## src/rtl/multicycle_control.sv

```systemverilog
// Multi-cycle MIPS control sequencer: steps ALU, unified memory and register file
// through fetch/decode/execute/memory/write-back, traps unknown opcodes, counts retirements.
module multicycle_control #(
  parameter int unsigned CNT_W = 32
) (
  input  logic             clk,
  input  logic             rst,
  input  logic [5:0]       opcode,
  input  logic             mem_ready,
  output logic             pc_write,
  output logic             pc_write_cond,
  output logic             i_or_d,
  output logic             mem_read,
  output logic             mem_write,
  output logic             ir_write,
  output logic             mem_to_reg,
  output logic             reg_dst,
  output logic             reg_write,
  output logic             alu_src_a,
  output logic [1:0]       alu_src_b,
  output logic [1:0]       alu_op,
  output logic [1:0]       pc_source,
  output logic [3:0]       state,
  output logic             illegal,
  output logic [CNT_W-1:0] retired
);

  localparam logic [5:0] OpRtype = 6'b000000;
  localparam logic [5:0] OpLw    = 6'b100011;
  localparam logic [5:0] OpSw    = 6'b101011;
  localparam logic [5:0] OpBeq   = 6'b000100;
  localparam logic [5:0] OpJ     = 6'b000010;
  localparam logic [5:0] OpAddi  = 6'b001000;

  typedef enum logic [3:0] {
    StFetch  = 4'd0,
    StDecode = 4'd1,
    StMemAdr = 4'd2,
    StMemRd  = 4'd3,
    StMemWb  = 4'd4,
    StMemWr  = 4'd5,
    StExec   = 4'd6,
    StAluWb  = 4'd7,
    StBranch = 4'd8,
    StJump   = 4'd9,
    StAddiEx = 4'd10,
    StAddiWb = 4'd11,
    StTrap   = 4'd12
  } state_e;

  state_e           state_q, state_d;
  logic             illegal_q, illegal_d;
  logic [CNT_W-1:0] retired_q, retired_d;
  logic             retire;

  // Strobes before the reset gate; reset must silence them even mid-cycle.
  logic pc_write_s, pc_write_cond_s, ir_write_s, reg_write_s, mem_read_s, mem_write_s;

  always_ff @(posedge clk or posedge rst) begin
    if (rst) begin
      state_q   <= StFetch;
      illegal_q <= 1'b0;
      retired_q <= '0;
    end else begin
      state_q   <= state_d;
      illegal_q <= illegal_d;
      retired_q <= retired_d;
    end
  end

  always_comb begin
    state_d = state_q;
    unique case (state_q)
      StFetch: begin
        if (mem_ready) state_d = StDecode;
      end
      StDecode: begin
        case (opcode)
          OpRtype:    state_d = StExec;
          OpLw, OpSw: state_d = StMemAdr;
          OpBeq:      state_d = StBranch;
          OpJ:        state_d = StJump;
          OpAddi:     state_d = StAddiEx;
          default:    state_d = StTrap;
        endcase
      end
      StMemAdr: state_d = (opcode == OpLw) ? StMemRd : StMemWr;
      StMemRd: begin
        if (mem_ready) state_d = StMemWb;
      end
      StMemWb:  state_d = StFetch;
      StMemWr: begin
        if (mem_ready) state_d = StFetch;
      end
      StExec:   state_d = StAluWb;
      StAluWb:  state_d = StFetch;
      StBranch: state_d = StFetch;
      StJump:   state_d = StFetch;
      StAddiEx: state_d = StAddiWb;
      StAddiWb: state_d = StFetch;
      StTrap:   state_d = StTrap;
      default:  state_d = StFetch;
    endcase
  end

  always_comb begin
    retire = 1'b0;
    case (state_q)
      StMemWb, StAluWb, StBranch, StJump, StAddiWb: retire = 1'b1;
      StMemWr:                                      retire = mem_ready;
      default:                                      retire = 1'b0;
    endcase
  end

  assign retired_d = retire ? retired_q + CNT_W'(1) : retired_q;
  assign illegal_d = illegal_q | (state_d == StTrap);

  always_comb begin
    pc_write_s      = 1'b0;
    pc_write_cond_s = 1'b0;
    i_or_d          = 1'b0;
    mem_read_s      = 1'b0;
    mem_write_s     = 1'b0;
    ir_write_s      = 1'b0;
    mem_to_reg      = 1'b0;
    reg_dst         = 1'b0;
    reg_write_s     = 1'b0;
    alu_src_a       = 1'b0;
    alu_src_b       = 2'b00;
    alu_op          = 2'b00;
    pc_source       = 2'b00;
    unique case (state_q)
      StFetch: begin
        mem_read_s = 1'b1;
        alu_src_b  = 2'b01;
        ir_write_s = mem_ready;
        pc_write_s = mem_ready;
      end
      StDecode: begin
        alu_src_b = 2'b11;
      end
      StMemAdr: begin
        alu_src_a = 1'b1;
        alu_src_b = 2'b10;
      end
      StMemRd: begin
        mem_read_s = 1'b1;
        i_or_d     = 1'b1;
      end
      StMemWb: begin
        mem_to_reg  = 1'b1;
        reg_write_s = 1'b1;
      end
      StMemWr: begin
        mem_write_s = 1'b1;
        i_or_d      = 1'b1;
      end
      StExec: begin
        alu_src_a = 1'b1;
        alu_op    = 2'b10;
      end
      StAluWb: begin
        reg_dst     = 1'b1;
        reg_write_s = 1'b1;
      end
      StBranch: begin
        alu_src_a       = 1'b1;
        alu_op          = 2'b01;
        pc_write_cond_s = 1'b1;
        pc_source       = 2'b01;
      end
      StJump: begin
        pc_write_s = 1'b1;
        pc_source  = 2'b10;
      end
      StAddiEx: begin
        alu_src_a = 1'b1;
        alu_src_b = 2'b10;
      end
      StAddiWb: begin
        reg_write_s = 1'b1;
      end
      default: ;
    endcase
  end

  assign pc_write      = pc_write_s & ~rst;
  assign pc_write_cond = pc_write_cond_s & ~rst;
  assign ir_write      = ir_write_s & ~rst;
  assign reg_write     = reg_write_s & ~rst;
  assign mem_read      = mem_read_s & ~rst;
  assign mem_write     = mem_write_s & ~rst;

  assign state   = state_q;
  assign illegal = illegal_q;
  assign retired = retired_q;

endmodule

```

## config.mk

```make
export PLATFORM = sky130hd
export DESIGN_NAME = multicycle_control
export DESIGN_NICKNAME = d
export VERILOG_FILES = /design/src/rtl/multicycle_control.sv
export SDC_FILE = /design/constraint.sdc
export NUM_CORES = 1
export LEC_CHECK = 0
export CELL_PAD_IN_SITES_DETAIL_PLACEMENT = 1
export CELL_PAD_IN_SITES_GLOBAL_PLACEMENT = 2
export CORE_MARGIN = 3
export CORE_UTILIZATION = 29
export CTS_BUF_LIST = sky130_fd_sc_hd__clkbuf_8
export DETAILED_ROUTE_END_ITERATION = 10
export GPL_TIMING_DRIVEN = 0
export MAX_ROUTING_LAYER = met4
export PLACE_DENSITY = 0.81
export REMOVE_ABC_BUFFERS = 1
export SLEW_MARGIN = 20
export SYNTH_ARGS = -nofsm -noshare
export SYNTH_HDL_FRONTEND = slang
export SYNTH_SLANG_ARGS = --single-unit
```

## constraint.sdc

```tcl
create_clock -name clk -period 2.04 [get_ports clk]
set_input_delay 0.408 -clock clk [delete_from_list [all_inputs] [get_ports clk]]
set_output_delay 0.408 -clock clk [all_outputs]
set_load 0.02 [all_outputs]
```

# ---- Word-level counts from Yosys, hierarchy flattened
# Cells that the tools add are included.
dict set report totals {
  ram_bits 0
  ff_bits 37
  input_bits 9
  romBits 0
  latchBits 0
  memories 0
}
dict set report op_classes {
  n_reduce_logical 9
  bitwise 8
  div_mod_pow 0
  eq_ne 18
  magnitude_cmp 0
  shifts 0
  mux 20
  multipliers 0
  addsub 1
}
# operator n
set ops {}
lappend ops {{32-bit by 1-bit adder with 32-bit output (second input constant)} 1}
lappend ops {{4-bit one-hot mux with 8 select lines} 1}
lappend ops {{4-bit == test (second input constant)} 6}
lappend ops {{4-bit one-hot mux with 5 select lines} 1}
lappend ops {{4-bit by 3-bit == test with 1-bit output (second input constant)} 4}
lappend ops {{6-bit == test (second input constant)} 2}
lappend ops {{4-bit 2-to-1 mux} 3}
lappend ops {{1-bit 2-to-1 mux} 9}
lappend ops {{4-bit by 2-bit == test with 1-bit output (second input constant)} 2}
lappend ops {{2-bit one-hot mux with 2 select lines} 2}
lappend ops {{2-bit OR reduction} 4}
lappend ops {{1-bit bitwise AND} 6}
lappend ops {{6-bit by 2-bit == test with 1-bit output (second input constant)} 1}
lappend ops {{6-bit by 3-bit == test with 1-bit output (second input constant)} 1}
lappend ops {{6-bit by 4-bit == test with 1-bit output (second input constant)} 1}
lappend ops {{6-bit logical NOT} 1}
lappend ops {{2-bit one-hot mux with 3 select lines} 1}
lappend ops {{5-bit OR reduction} 1}
lappend ops {{4-bit by 1-bit == test with 1-bit output (second input constant)} 1}
lappend ops {{4-bit logical NOT} 1}
lappend ops {{1-bit one-hot mux with 2 select lines} 2}
lappend ops {{4-bit OR reduction} 1}
lappend ops {{3-bit 2-to-1 mux} 1}
lappend ops {{3-bit OR reduction} 1}
lappend ops {{2 further kinds} 2}

# ---- Longest topological paths before layout
# Gate-level depths: netlist of run 1.
dict set report logic_depth {
  depth_word 6
  mapped_depth 7
  mapped_depth_nobuf 5
}

# ---- Worst setup path before layout of run 1
# Ideal clock, no wire load.
dict set report synth_path {
  path_type {reg2out}
  start {register state_q[3], in the netlist state[3]}
  end {output port reg_write}
  arrival_ns 1.747
  path_stages_with_launch 5
  t_required_ns 1.632
  setup_slack_ns -0.115
  n_path_buf 1
  cell_sequence {dfrtp_1 > clkbuf_1 > nand2b_1 > nor3_1 > o21a_1}
}
dict set report synth_between {
  elab_chain_len 4
  word_cells_on_any_way 6
}
# item line_no
set synth_rtl {}
lappend synth_rtl {{start: declaration} 51} ;# state_e state_q, state_d;
lappend synth_rtl {{start signal: assignment} 61} ;# state_q <= StFetch;
lappend synth_rtl {{start signal: assignment} 65} ;# state_q <= state_d;
lappend synth_rtl {{4-bit by 3-bit == test with 1-bit output or 4-bit == test (tied branches)} 132} ;# unique case (state_q)
lappend synth_rtl {{3-bit OR reduction (no source line) *} n/a}
lappend synth_rtl {{1-bit 2-to-1 mux *} 132}
lappend synth_rtl {{1-bit bitwise AND *} 190} ;# assign reg_write = reg_write_s & ~rst;
lappend synth_rtl {{end: declaration} 18} ;# output logic reg_write,
# Mark *: on every way between the ends. The rest lies on a longest branch, timed or not.

# ---- Worst setup path in the final report of run 1
dict set report layout_path {
  start {register state_q[0], in the netlist state[0]}
  end {output port alu_op[1]}
}
dict set report layout_between {
  elab_chain_len 2
  word_cells_on_any_way 3
}
# item line_no
set layout_rtl {}
lappend layout_rtl {{4-bit == test or 4-bit by 3-bit == test with 1-bit output (tied branches)} 132}
lappend layout_rtl {{2-bit one-hot mux with 2 select lines *} 132}
lappend layout_rtl {{end: declaration} 21} ;# output logic [1:0] alu_op,
# Marks and branches as above.

==> metrics.log, run 1 <==
[metrics] sum of overflow across all layers after global routing: 0
[metrics] maximum number of pins on one net before global-route repair: 22
[metrics] area growth from synthesis to layout: 46.54%
[metrics] worst path cell trace: or2b_4 -> nor2_1 -> dlygate4sd2_1
[metrics] aggregate global-route resource usage: 15.00%
[metrics] RR Startpoint: state[1]
[metrics] R2R setup slack: 0.11 ns
[metrics] Worst setup SP type: flop
[metrics] number of buffers added by the clock tree synthesis step: 5
[metrics] Worst Clk Skew: 0.004803 ns
[metrics] CTS tree: built
[metrics] flip-flop and latch count after synthesis: 37
[metrics] vias in the first global route: 1,888
[metrics] post-detailed-route wirelength per cell: 15.02 um
[metrics] final-report hold violation count: 0
[metrics] reg2reg path depth: 6
[metrics] Cell Pwr Density: 947.2 nW/um^2
[metrics] final period utilization: 96.30%
[metrics] Crit. path cell count: 3
[metrics] TritonCTS Sinks: 37
[metrics] Cells after Synth: 215
[metrics] initial cell density of the core: 31.07%
[metrics] highest cell delay on the worst timing path: 0.48 ns
[metrics] number of max-capacitance violations reported: 0
[metrics] ratio of cells with drive above 1 in the final layout: 16.04%
[metrics] Top-Level Pins: 62
[metrics] main area contributors after synthesis: dfrtp_1 45%, xnor2_1 6.9%, xor2_1 6.9%
[metrics] total negative slack for setup checks: 0 ns
[metrics] final core utilization: 45.53%
[metrics] Avg Synthesized Cell Area: 9.492 um^2
[metrics] number of search-and-repair iterations in the first detailed-routing pass: 4
[metrics] setup repair after global routing missed its margin: yes
[metrics] height of the die: 89.89 um
[metrics] worst relative slew slack: 69.74%
[metrics] measured slew at the worst slew-check pin: 0.4522 ns
[metrics] global-route wire length before repair: 9.701 mm
[metrics] insertion delay of the later-clocked pin in the worst-skew pair: 0.29 ns
[metrics] Synth warnings: 0
[metrics] start point of the critical path: state[0]
[metrics] count of buffer and inverter cells on the critical path: 1
[metrics] maximum net fanout on the critical path: 8
[metrics] sequential share of the synthesized area: 45.37%
[metrics] crit path kind: flop to primary output
[metrics] fin. max-slew vios: 0
[metrics] Clock Pin Slew Worst Setup and Hold Paths: 0.07 ns
[metrics] last weighted congestion value of the routability-driven placer: 0.7439
[metrics] capturing element type of the critical path: primary output
[metrics] DRC violation total after the first TritonRoute iteration: 37
[metrics] maximum buffer depth of the clock tree: 2
[metrics] # H-tree levels: 2
[metrics] Reg2Reg Capture Point: retired[29]
[metrics] cell taking the most area after synthesis: dfrtp_1
[metrics] number of enable-type register cells in the synthesized netlist: 0
[metrics] top cell type's share of synthesized area: 45.37%
[metrics] Root Buffer Master: clkbuf_8
[metrics] number of distinct library cells after synthesis: 43
[metrics] number of inserted diodes: 0
[metrics] kind of path behind the tightest hold check: primary input to asynchronous set/reset pin
[metrics] count of vias placed by the detailed router: 1,894
[metrics] HPWL Detailed: 4.097 mm
[metrics] antenna-violating nets left: 0
[metrics] final period demand of the worst path: 1.964 ns
[metrics] Top Family by Delay on Critical Path: flip-flops
[metrics] peak supply drop: 0.3419 mV
[metrics] end of the critical path: alu_op[1]
[metrics] maximum frequency from static timing analysis: 509.0 MHz
[metrics] worst path arrival time: 1.56 ns
[metrics] total core area: 6568 um^2
[metrics] per-cell via count in the routed design: 4.907
[metrics] Leak Pwr: 1.338 nW
[metrics] slowest cell on the critical path: dfrtp_2
[metrics] final total power: 2.832 mW
[metrics] Syn Std Cell Area: 2041 um^2
[metrics] number of input and output port buffers inserted: 61
[metrics] floorplan die width: 89.89 um
[metrics] Total Die Area: 8079 um^2
[metrics] antenna violations before repair: 0
[metrics] Final Net Count: 302
[metrics] most instantiated flip-flop cell in the synthesis netlist: dfrtp_1
[metrics] final-report setup violation count: 0
[metrics] status: complete, no violations
[metrics] Row Count: 29
[metrics] FFs w/ async S/R, synth: 100.0%
[metrics] DRC violations left: 0
[metrics] Routed Wire Length: 5.796 mm
[metrics] Data required, critical path: 1.63 ns
==> metrics by stage <==
stage	hold WS (ns)	std cells	instance area [um^2]	setup WS, ns
after floorplan	0.5544	207	1997	-0.09072
after global placement	0.4554	361	2724	-1.432
after detailed placement	0.4566	362	2751	-0.8034
after CTS	0.3418	382	2928	0.007272
after global routing	0.3622	386	2990	-0.01448
final	0.3547	386	2990	0.07550
==> routing by layer <==
metal  GRT usage [%]  share of wire (%)
met4           3.444               0.88
met1           19.39                 47
met2           24.00                 48
met3           3.589                3.8
met5               -                  0
==> worst min path at each step <==
stage / end / slack (ns) / depth (start not counted) / start
after floorplan: state[0] / 0.55 / 2 / opcode[1]
final: retired[0] / 0.35 / 3 / rst
after global placement: retired[31] / 0.46 / 1 / retired[31]
after CTS: retired[0] / 0.34 / 3 / rst
after detailed placement: illegal / 0.46 / 1 / illegal
after global routing: retired[0] / 0.36 / 3 / rst
==> logic make-up (layout without fill, tap and decap cells) <==
kind of cell	count (synthesis)	count (layout)	share of synthesized area [%]
simple gates	112	112	30.47
flops	37	37	45.37
xor+xnor	32	32	13.73
compound gates	21	21	6.928
buf+inv	12	90	2.881
fa+ha+maj	1	1	0.6130
==> Yosys cell counts (3+ instances only) <==
master    instances
a21oi_1           3
nand2b_1          4
clkbuf_1          3
nand2_1          21
xnor2_1          16
o21ai_0           7
nor2_1           21
dfrtp_1          37
xor2_1           16
nand4_1           7
inv_1             4
nor3_1           19
nand3_1          10
and3_1            7
and4_1            4
==> report_power, final <==
group | total [mW] | switching, mW | internal, mW
Combinational | 1.38 | 0.747 | 0.632
Clock | 0.479 | 0.252 | 0.228
Sequential | 0.974 | 0.148 | 0.826
Total | 2.83 | 1.15 | 1.69
==> cell usage in the layout, fill, tap and decap left out, types with 10 or more instances in the layout <==
| master | instances |
|---|---|
| clkdlybuf4s50_1 | 42 |
| dfrtp_1 | 33 |
| nand2_1 | 21 |
| nor2_1 | 21 |
| nor3_1 | 18 |
| xnor2_1 | 16 |
| xor2_1 | 16 |
| buf_4 | 14 |
| dlygate4sd2_1 | 12 |
| nand3_1 | 10 |
==> sequential cells by signal, indices dropped and copies added (netlist names) <==
| signal | cells |
|---|---|
| retired | 32 |
| illegal | 1 |
| state | 4 |
==> cell type report <==
class | count | area [um^2]
inverters | 4 | 20.02
clock inverters | 3 | 11.26
flip-flops and latches | 37 | 930.9
repair buffers | 78 | 742.0
fillers | 759 | 3577
multi-input cells | 166 | 1101
clock buffers | 5 | 68.82
well taps | 93 | 116.4
==> worst register-to-register path: cells and delay by family, from the launching register on <==
| family | cells | cell delay, ns |
|---|---|---|
| xor+xnor | 1 | 0.15 |
| simple gates | 4 | 1.05 |
| buf+inv | 1 | 0.17 |
| flops | 1 | 0.44 |
==> repair_timing <==
| item | CTS | global route |
|---|---|---|
| setup buffers | 12 | 4 |
| hold buffers | 0 | 0 |
| gates cloned | 0 | 0 |
| setup endpoints to repair | 44 | 9 |
| resized for setup | 44 | 16 |
Power figures use the tool's default switching activity.
==> inputs of run 2 (changes only) <==
Settings changed: GPL_ROUTABILITY_DRIVEN set to 0.
==> results of run 2 <==
No change in the layout: final DEF, timing and power equal those of run 1.
==> edit 1, RTL diff (config.mk and constraints of run 2) <==
Change the parameter `CNT_W` from 32 to 64.
--- a/src/rtl/multicycle_control.sv
+++ b/src/rtl/multicycle_control.sv
@@ -3,3 +3,3 @@
 module multicycle_control #(
-  parameter int unsigned CNT_W = 32
+  parameter int unsigned CNT_W = 64
 ) (
Ports: changed (resized retired); port bits go from 62 to 94. The function was not compared with the original's and may differ.
==> edit 1 against run 2 <==
- sequential cell count rose by 32
- power rose by 44%
- area after synthesis increased by 80%
- critical path depth grew 2
- sequential power grew 64%
- worst setup slack lost 0.050 ns
- cell area rose by 78%
- wire length increased by 86%
- critical path type unchanged
==> edit 1: results (changes against run 2) <==
GRT
  – Vias in the first global route: 3376 (+79%)
  – Largest net degree at the start of global routing: 41 (+86%)
  – Total track usage: 15.7% (+0.74 points)
  – Global-route wire length before repair: 17.6 mm (+81%)

CTS
  – Worst-Skew Late Latency: 0.35 ns (+0.06 ns)
  – H-tree Lvls: 3 (+1)
  – CTS Buffer Depth: 2 (unchanged)
  – CTS Buf Count: 9 (+4)

Logic synthesis
  – Top post-synthesis cells by area: dfrtp_1, xnor2_1, xor2_1
  – Yosys cell types: 53 (+23%)
  – Multiplexer share of the synthesized area: 0.273% (+0.27 points)
  – Syn Area/Cell: 10.3 um^2 (+8.6%)
  – Xor/xnor cell area share of the yosys netlist: 15.7% (+2.0 points)
  – Top post-synthesis cells by count: dfrtp_1, xnor2_1, nand2_1, xor2_1, nand4_1
  – Post-Synth Adder-Cell Area: 0.341% (-0.27 points)
  – Sequential area share after synthesis: 47.0% (+1.7 points)
  – Compound-gate portion of the synthesized area: 3.24% (-3.7 points)

Place
  – Placed cells: 604 (+67%)
  – IO buf count: 93 (+52%)
  – Final HPWL DP: 7.33 mm (+79%)

Routing
  – Vias post-DR: 3191 (+68%)
  – Routed WL: 10.8 mm (+86%)
  – Initial DRT Pass Iterations: 4 (unchanged)
  – Initial DRC count: 140 (+280%)

Finish
  – Number of fillers in the final layout: 1416 (+87%)
  – Layout cell share with drive strength beyond 1: 23.3% (+7.2 points)
  – Max FFs per register: 64 (+100%)
  – Nets: 487 (+61%)

Power
  – Logic power comb: 0.00153 W (+11%)
  – Leak Pwr: 2.48 nW (+85%)
  – P_sw: 0.00150 W (+31%)
  – Worst IR Drop VDD: 0.432 mV (+26%)
  – Clk network pwr share: 23.3% (+6.4 points)

Hold path
  – HP Class: register to register

Outcome
  – Run status: complete, no violations

STA
  – Final Skew: 0.00775 ns (+0.00294 ns)
  – Slew HR: 65.9% (-3.8 points)

Setup path
  – CP peak stage delay: 0.39 ns (-0.09 ns)
  – Worst Path Arrival: 1.61 ns (+0.05 ns)
  – Max Fanout on Critical Path: 6 (-2)
  – Crit-path leading delay family: flip-flops
## edit 1: changes by cell type after synthesis, moves of 7 or more
cell,change
nand4_1,+16
dfrtp_1,+32
nand3_1,+9
nand2_1,+7
xnor2_1,+22
xor2_1,+12
## edit 1: what timing repair did
action | 4_1_cts | 5_1_grt
setup endpoints to repair | 80 | 48
resized for setup | 80 | 48
pin swaps | 4 | 11
buffers inserted | 16 | 12
cloned | 0 | 2
## edit 1: through the flow
step	area [um^2]	setup WS, ns	TNS (ns)	total power [W]
after floorplan	3590	-0.299	-10.34	0.00235
after global placement	4730	-1.58	-147.53	0.00291
final	5340	0.0255	0	0.00409
after global routing	5340	-0.0696	-0.326	0.00436
after detailed placement	4770	-0.876	-38.40	0.00293
after CTS	5070	-0.000268	-0.000268	0.00402
## edit 1: cells by family after synthesis
family,after synthesis
XOR/XNOR,66
flip-flops,69
buffers and inverters,24
AO/OA/AOI/OAI,16
AND/OR/NAND/NOR,179
adder cells (fa/ha/maj),1
multiplexers,1
## edit 1: final timing paths
kind	from	end	slack, ns	cells after the start
max	state[2]	reg_write	0.03	5
min	retired[63]	retired[63]	0.46	1
max reg2reg	state[0]	retired[51]	0.09	7
min reg2reg	retired[63]	retired[63]	0.46	1
max in group asynchronous	rst	retired[5]	0.86	3
min in group asynchronous	rst	retired[16]	0.61	2
## edit 1: area by class of cell
cell class,count,area (um^2),share of cell area (%)
clock buffers,10,138,2.58
multi-input cells,265,2060,38.5
inverters,10,40.0,0.750
flip-flops and latches,69,1740,32.6
repair buffers,122,1130,21.2
clock inverters,5,21.3,0.399
well taps,168,210,3.94
## edit 1: layer usage
metal  global-route usage (%)  vias up  routed length (um)
li1                         -     1511                   -
met1                     20.2     1586                4950
met2                     24.8       77                5190
met3                     3.49       17                 486
met4                     5.36        0                 153
met5                        -        -                   0
==> edit 2, RTL diff (settings of run 2) <==
Without the edit above. Make the reset (`rst`) synchronous in one clocked block.
--- a/src/rtl/multicycle_control.sv
+++ b/src/rtl/multicycle_control.sv
@@ -58,3 +58,3 @@
 
-  always_ff @(posedge clk or posedge rst) begin
+  always_ff @(posedge clk) begin
     if (rst) begin
Function: differs if rst is asserted again (counterexample within 4 cycles, from zero or initial values and one cycle with rst high); with rst held inactive, the same outputs for 10 cycles.
==> edit 2 against run 2 <==
- sequential cell count unchanged
- critical path type unchanged
- wire length rose by 22%
- worst hold slack improved by 0.12 ns
- count of clock-buffer cells in the layout increased by 2
- area after synthesis increased by 6.7%
- die area increased by 6.3%
- worst setup slack worse by 0.031 ns
- highest routed layer unchanged
- non-clock buffer count up 3
- cell area grew 6.7%
Power is not compared: it rests on default switching activity, and its combinational part moved more than twofold at a synthesized area within 25%.
==> edit 2: results (changes against run 2) <==
Outcome
  – Run status: complete, no violations

Power
  – Worst IR Drop VDD: 0.235 mV
  – Pwr Density: 499 nW/um^2
  – Seq group: 0.000757 W

STA
  – Final Skew: 0.00886 ns (+0.00405 ns)
  – Slew HR: 59.0% (-11 points)

Routing
  – Met1 WL: 3.39 mm (+23%)
  – Met2 WL: 3.51 mm (+26%)
  – Wirelength per Cell: 15.9 um (+6.1%)
  – Initial DRT Pass Iterations: 4 (unchanged)
  – Met3 WL: 140 um (-37%)
  – Vias post-DR: 2375 (+25%)
  – Initial DRC count: 64 (+73%)

GRT
  – Global-route wire length before repair: 11.3 mm (+17%)
  – Initial antenna violation count: 0 (unchanged)
  – GR met2 Demand/Resource: 25.7% (+1.7 points)
  – Global route hottest layer: met2
  – Global Route met3 Usage: 2.76% (-0.83 points)
  – Vias in the first global route: 2201 (+17%)
  – Total track usage: 16.4% (+1.4 points)
  – Largest net degree at the start of global routing: 24 (+9.1%)
  – Global-route met1 utilization: 22.3% (+2.9 points)
  – GR Overflow Total: 0 (unchanged)

Setup path
  – Worst R2R Setup Slack: 0.05 ns (-0.06 ns)
  – Max Fanout on Critical Path: 7 (-1)
  – Critical path launch point: state[1]
  – FF-to-FF End: retired[13]
  – Crit path to: alu_src_b[1]
  – Worst Path Arrival: 1.59 ns (+0.03 ns)
  – Critical path's slowest cell: or3b_2
  – CP peak stage delay: 0.47 ns
  – R2R cell count: 7 (+1)

Logic synthesis
  – Sequential area share after synthesis: 34.0% (-11 points)
  – Yosys cell types: 44 (+2.3%)
  – FFs w/ async S/R, synth: 0% (-100 points)
  – Top post-synthesis cells by area: dfxtp_1, a21oi_1, nor2_1
  – Main flop type after synthesis: dfxtp_1
  – Top post-synthesis cells by count: dfxtp_1, nor2_1, a21oi_1

Hold path
  – HP Class: register to register
  – Hold Path Origin: illegal
  – Hold Path Cell Cnt: 2

Finish
  – Nets: 358 (+19%)
  – Layout cell share with drive strength beyond 1: 18.6% (+2.6 points)

CTS
  – Post-CTS Hold Fix Bufs: 0 (unchanged)
  – CTS Buf Count: 5 (unchanged)
  – Clock transition at path regs: 0.07 ns (about the same)
  – Worst-Skew Late Latency: 0.29 ns (about the same)
  – CTS Buffer Depth: 2 (unchanged)

Place
  – Final HPWL DP: 4.69 mm (+15%)
  – IO buf count: 61 (unchanged)
[edit 2: changes by cell type after synthesis, sizes merged, moves of 5 or more]
cell and delta:
a21oi +21, o21ai +5, or4 +7, xor2 -14, dfxtp +37, nor2 +10, nor2b +7, o31ai +9
clkbuf +8, nor4b +5, or3 +6, nor3 -8, dfrtp -37, nor3b +5
[edit 2: what timing repair did]
action,4_1_cts,5_1_grt
buffers inserted,9,10
pin swaps,3,7
cloned,1,0
endpoints found under the setup margin,52,31
gates resized for setup,38,38
[edit 2: layout make-up]
class,count,area (um^2)
clock buffer,7,96.3
clock inverter,1,5.00
fill,856,3830
inverter,4,15.0
multi-input combinational,219,1440
sequential,37,758
tap,96,120
timing repair buffer,81,761
[edit 2: worst max-delay path, delay by kind of cell, from the launching register on]
family / cells / cell delay, ns
AO/OA/AOI/OAI: 1 / 0.16
AND/OR/NAND/NOR: 1 / 0.47
flip-flops: 1 / 0.38
buffers and inverters: 2 / 0.29
[edit 2: stage by stage]
step / worst slack [ns] / std cells / util [%] / hold WS, ns / cell area, um^2
finish: 0.0442 / 445 / 45.5 / 0.472 / 3190
global route: -0.0307 / 445 / 45.5 / 0.504 / 3190
CTS: -0.219 / 435 / 43.4 / 0.480 / 3050
detailed placement: -1.32 / 417 / 40.4 / 0.452 / 2840
global placement: -1.54 / 416 / 40.1 / 0.460 / 2820
floorplan: -0.471 / 259 / - / 0.477 / 2080
[edit 2: kinds of logic (layout without fill, tap and decap cells)]
group                    Yosys count  count (layout)  share of synthesized area (%)
adder cells (fa/ha/maj)            1               1                          0.574
XOR/XNOR                          14              14                           5.63
AO/OA/AOI/OAI                     58              58                           16.3
multiplexers                       4               4                           2.07
flip-flops                        37              37                           34.0
buffers and inverters             23              93                           5.00
AND/OR/NAND/NOR                  141             142                           36.4
